**src/rtl/uart_pkg.sv**
```systemverilog
// Shared UART definitions: default frame geometry and the receiver state encoding.
package uart_pkg;

  localparam int unsigned DefaultDataWidth  = 8;
  localparam int unsigned DefaultOversample = 16;

  typedef enum logic [2:0] {
    StIdle,
    StStart,
    StData,
    StStop,
    StBreak
  } uart_rx_state_e;

endpackage

```
**src/rtl/uart_sync2.sv**
```systemverilog
// Two-flop synchroniser for a single asynchronous input; reset value is selectable.
module uart_sync2 #(
  parameter logic ResetVal = 1'b1
) (
  input  logic clk,
  input  logic rst,
  input  logic d,
  output logic q
);

  logic meta_q;
  logic sync_q;

  always_ff @(posedge clk or posedge rst) begin
    if (rst) begin
      meta_q <= ResetVal;
      sync_q <= ResetVal;
    end else begin
      meta_q <= d;
      sync_q <= meta_q;
    end
  end

  assign q = sync_q;

endmodule

```
**src/rtl/uart_receiver.sv**
```systemverilog
// UART receive stage: mid-bit oversampled frame recovery into a valid/ack holding
// register, with one-clock framing-error and overrun pulses.
module uart_receiver
  import uart_pkg::*;
#(
  parameter int unsigned DATA_WIDTH = DefaultDataWidth,
  parameter int unsigned OVERSAMPLE = DefaultOversample
) (
  input  logic                  clk,
  input  logic                  rst,
  input  logic                  baudTick,
  input  logic                  rx,
  output logic [DATA_WIDTH-1:0] dataOut,
  output logic                  rx_valid,
  input  logic                  rx_ack,
  output logic                  frameErr,
  output logic                  overrun
);

  localparam int unsigned TickW = $clog2(OVERSAMPLE);
  localparam int unsigned BitW  = $clog2(DATA_WIDTH + 1);

  localparam logic [TickW-1:0] TickMid  = TickW'(OVERSAMPLE / 2 - 1);
  localparam logic [TickW-1:0] TickLast = TickW'(OVERSAMPLE - 1);
  localparam logic [BitW-1:0]  BitLast  = BitW'(DATA_WIDTH - 1);

  logic rx_s;

  uart_rx_state_e state_q, state_d;

  logic [TickW-1:0]      tick_cnt_q;
  logic [BitW-1:0]       bit_cnt_q;
  logic [DATA_WIDTH-1:0] shift_q;
  logic [DATA_WIDTH-1:0] data_q;
  logic                  valid_q;
  logic                  frame_err_q;
  logic                  overrun_q;

  logic cnt_clr, cnt_inc, bit_clr, shift_en, load, stop_bad;
  logic at_mid, at_last;

  uart_sync2 #(
    .ResetVal (1'b1)
  ) u_rx_sync (
    .clk (clk),
    .rst (rst),
    .d   (rx),
    .q   (rx_s)
  );

  assign at_mid  = baudTick && (tick_cnt_q == TickMid);
  assign at_last = baudTick && (tick_cnt_q == TickLast);

  always_ff @(posedge clk or posedge rst) begin
    if (rst) begin
      state_q <= StIdle;
    end else begin
      state_q <= state_d;
    end
  end

  always_comb begin
    state_d = state_q;
    case (state_q)
      StIdle:  if (!rx_s) state_d = StStart;
      StStart: if (at_mid) state_d = rx_s ? StIdle : StData;
      StData:  if (at_last && (bit_cnt_q == BitLast)) state_d = StStop;
      StStop:  if (at_last) state_d = rx_s ? StIdle : StBreak;
      StBreak: if (rx_s) state_d = StIdle;
      default: state_d = StIdle;
    endcase
  end

  // Ticks are only counted while a frame is in flight; idle and break hold the count at zero.
  always_comb begin
    cnt_clr  = 1'b0;
    cnt_inc  = 1'b0;
    bit_clr  = 1'b0;
    shift_en = 1'b0;
    load     = 1'b0;
    stop_bad = 1'b0;
    case (state_q)
      StStart: begin
        if (at_mid) begin
          cnt_clr = 1'b1;
          bit_clr = 1'b1;
        end else if (baudTick) begin
          cnt_inc = 1'b1;
        end
      end
      StData: begin
        if (at_last) begin
          cnt_clr  = 1'b1;
          shift_en = 1'b1;
        end else if (baudTick) begin
          cnt_inc = 1'b1;
        end
      end
      StStop: begin
        if (at_last) begin
          cnt_clr  = 1'b1;
          load     = rx_s;
          stop_bad = !rx_s;
        end else if (baudTick) begin
          cnt_inc = 1'b1;
        end
      end
      default: cnt_clr = 1'b1;
    endcase
  end

  always_ff @(posedge clk or posedge rst) begin
    if (rst) begin
      tick_cnt_q <= '0;
      bit_cnt_q  <= '0;
      shift_q    <= '0;
    end else begin
      if (cnt_clr) begin
        tick_cnt_q <= '0;
      end else if (cnt_inc) begin
        tick_cnt_q <= tick_cnt_q + 1'b1;
      end
      if (bit_clr) begin
        bit_cnt_q <= '0;
      end else if (shift_en) begin
        bit_cnt_q <= bit_cnt_q + 1'b1;
      end
      if (shift_en) begin
        shift_q <= {rx_s, shift_q[DATA_WIDTH-1:1]};
      end
    end
  end

  // A load always wins over a same-cycle ack, so the fresh byte is never dropped.
  always_ff @(posedge clk or posedge rst) begin
    if (rst) begin
      data_q      <= '0;
      valid_q     <= 1'b0;
      frame_err_q <= 1'b0;
      overrun_q   <= 1'b0;
    end else begin
      if (load) begin
        data_q <= shift_q;
      end
      valid_q     <= load | (valid_q & ~rx_ack);
      frame_err_q <= stop_bad;
      overrun_q   <= load & valid_q & ~rx_ack;
    end
  end

  assign dataOut  = data_q;
  assign rx_valid = valid_q;
  assign frameErr = frame_err_q;
  assign overrun  = overrun_q;

endmodule
```
**config.mk**
```make
export PLATFORM = sky130hd
export DESIGN_NAME = uart_receiver
export DESIGN_NICKNAME = d
export VERILOG_FILES = /design/src/rtl/uart_pkg.sv /design/src/rtl/uart_sync2.sv /design/src/rtl/uart_receiver.sv
export SDC_FILE = /design/constraint.sdc
export NUM_CORES = 1
export LEC_CHECK = 0
export CORE_UTILIZATION = 54
export CTS_CLUSTER_SIZE = 14
export DETAILED_ROUTE_END_ITERATION = 10
export HOLD_SLACK_MARGIN = 0.12
export PLACE_DENSITY = 0.77
export SLEW_MARGIN = 25
export SYNTH_ARGS = -nofsm -noshare
export SYNTH_HDL_FRONTEND = slang
export SYNTH_SLANG_ARGS = --single-unit
export TNS_END_PERCENT = 20
```
**constraint.sdc**
```tcl
create_clock -name clk -period 1.7 [get_ports clk]
set_input_delay 0.34 -clock clk [delete_from_list [all_inputs] [get_ports clk]]
set_output_delay 0.34 -clock clk [all_outputs]
set_load 0.005 [all_outputs]
```
==> impl_metrics.env <==
export IMPL_rsz0062_at_grt="false"
export IMPL_power_frac_comb_pct=29.7
export IMPL_grt_pass1_vias=953
export IMPL_cts_hold_buf=0
export IMPL_ys_flop_type="dfrtp_1"
export IMPL_area_delta_synth_final_pct=23.5
export IMPL_grt_max_degree=33
export IMPL_hold_violations=0
export IMPL_io_pins=16
export IMPL_yosys_area_top_type="dfrtp_1"
export IMPL_yosysSeqAreaShare_pct=54.7
export IMPL_die_h_um=54.1
export IMPL_p_int_uw=1300
export IMPL_drc=0
export IMPL_insertion_delay_ns=0.33
export IMPL_viasPerCell=5.36
export IMPL_rows=18
export IMPL_crit_path_start_kind="input port"
export IMPL_dp_hpwl_um=1870
export IMPL_critPathArrivalTime_ns=1.85
export IMPL_final_setup_tns_ns=0
export IMPL_synth_top_area_share_pct=51.2
export IMPL_initial_core_util_pct=58.2
export IMPL_place_ws_ns=-0.261
export IMPL_cts_tree="built"
export IMPL_setup_violations=0
export IMPL_whs_ns=0.329
export IMPL_slew_headroom_pct=74.5
export IMPL_peakVddDrop_mv=0.844
export IMPL_synth_edf_count=0
export IMPL_synth_most_common_cell="dfrtp_1"
export IMPL_die_w_um=54.1
export IMPL_synth_common_cells="30 x dfrtp_1, 12 x nor2_1, 8 x mux2_2, 8 x mux2_4"
export IMPL_leakage_uw=0.000875
export IMPL_layout_setup_ws_ns=0.0736
export IMPL_period_share_pct=95.7
export IMPL_pwr_share_clk_pct=21.1
export IMPL_layout_nets=153
export IMPL_crit_type="in -> reg"
export IMPL_synthCells=115
export IMPL_drtPass1Iterations=4
export IMPL_drtIter0Drc=16
export IMPL_required_ns=1.92
export IMPL_endpoint_kind="flip-flop"
export IMPL_min_period_ns=1.63
export IMPL_ys_types=39
export IMPL_outcome="complete, no violations"
export IMPL_rrSetupSlack_ns=0.11
export IMPL_postLayoutCoreUtil_pct=71.9
export IMPL_syn_area_um2=1470
export IMPL_portBuffers=15
export IMPL_sequentialPowerShare_pct=49.3
export IMPL_p_sw_share_pct=33.4
export IMPL_grt_usage_pct=20.4
export IMPL_ant_nets=0
export IMPL_yosys_warnings=0
export IMPL_worstPathMaxFanout=10
export IMPL_p_sw_uw=654
export IMPL_root_buffer="clkbuf_4"
export IMPL_routed_wl_um=2530
export IMPL_max_freq_ghz=0.615
export IMPL_wl_per_cell_um=14.3
export IMPL_gp_congestion=0.829
export IMPL_die_area_um2=2930
export IMPL_antenna_cells=0
export IMPL_path_clk_slew_ns=0.10
export IMPL_drv_cap=0
export IMPL_grt_pass1_wl_um=4060
export IMPL_async_reset_ff_share_pct=100
export IMPL_cts_buffers=5
export IMPL_syn_area_per_cell_um2=12.8
export IMPL_overflow=0
export IMPL_hp_class="in -> async"
export IMPL_fin_skew_ns=0.0106
export IMPL_netlist_top_cells_area="dfrtp_1 51%, mux2_4 8.2%, mux2_2 6.1%"
export IMPL_cts_path_max_buffers=2
export IMPL_r2r_cells=5
export IMPL_pwr_density_cell_nw_per_um2=1080
export IMPL_fp_coreArea_um2=2520
export IMPL_fin_cells=177
export IMPL_syn_nets=122
export IMPL_antenna_found_initial=0
export IMPL_place_inst=169
export IMPL_cts_sinks=32
export IMPL_cts_max_level=2
export IMPL_synth_seq_cells=32
export IMPL_maxSlewViolCount=0
export IMPL_worst_pin_slew_ns=0.378
export IMPL_num_vias=948
export IMPL_drive_above_1_share_pct=32.7
==> sequential cells by signal, summed over array words and instances, names as in the netlist <==
register	flops
dataOut	8
tick_cnt_q	4
state_q	3
u_rx_sync.meta_q	1
frameErr	1
overrun	1
shift_q	8
bit_cnt_q	4
rx_valid	1
u_rx_sync.q	1
==> layout by cell type, fill, tap and decap left out, types with 2 or more instances in the layout <==
master,instances
clkdlybuf4s50_1,15
inv_1,6
clkinv_2,2
nand3_1,3
nor3_1,2
mux2i_1,3
a21oi_1,3
mux2_4,8
clkbuf_4,5
dfrtp_1,30
nand2_1,6
nor2_1,12
dfstp_2,2
buf_4,12
mux2_2,8
xor2_1,3
==> power by group through the flow <==
stage	combinational [uW]	clock, uW	sequential (uW)
after detailed placement	557	0	966
after CTS	567	431	950
after global placement	533	0	955
after global routing	649	469	976
final	581	413	964
after floorplan	421	0	916
==> path summary, 6_finish.rpt <==
kind | to | from
max in group asynchronous | u_rx_sync.q | rst
worst min register to register | u_rx_sync.q | u_rx_sync.meta_q
min in group clk | u_rx_sync.q | u_rx_sync.meta_q
worst max-delay path | shift_q[4] | baudTick
worst max register to register | dataOut[5] | tick_cnt_q[1]
worst min-delay path | shift_q[0] | rst
==> per-layer routing <==
metal / up-vias / global-route usage [%] / share of wire (%)
li1: 460 / - / -
met1: 456 / 25.4 / 46
met2: 25 / 32.1 / 48
met3: 7 / 5.93 / 4.2
met4: 0 / 10.3 / 1.8
met5: - / 0 / 0
==> logic make-up after synthesis <==
kind of cell / Yosys count / share of synthesized area (%)
buf+inv: 10 / 3.50
flops: 32 / 54.7
fa+ha+maj: 2 / 1.70
mux: 19 / 16.4
simple gates: 35 / 14.9
xor+xnor: 4 / 2.39
compound gates: 13 / 6.39
==> repair_timing <==
| item | 4_1_cts | 5_1_grt |
|---|---|---|
| resized for setup | 1 | 2 |
| buffers inserted | 0 | 0 |
| pin swaps | 0 | 2 |
| endpoints found under the setup margin | 3 | 8 |
==> worst max-delay path: stages <==
cell,delay (ns)
clkdlybuf4s50_1,0.51
or3b_4,0.44
nor2_8,0.15
nand2_8,0.10
mux2_4,0.31
==> per-stage QoR <==
step                      power, uW  cell area [um^2]
after floorplan                1340              1470
after global placement         1490              1740
after detailed placement       1520              1740
after CTS                      1950              1800
after global routing           2090              1810
final                          1960              1810
==> final cells by class <==
cell class              instances  area (um^2)
flip-flops and latches         32          803
inverters                       6         22.5
multi-input cells              73          633
repair buffers                 28          260
clock inverters                 3         18.8
well taps                      30         37.5
fillers                       179          709
clock buffers                   5         37.5
Note: power is estimated with default switching activity, not from simulation.
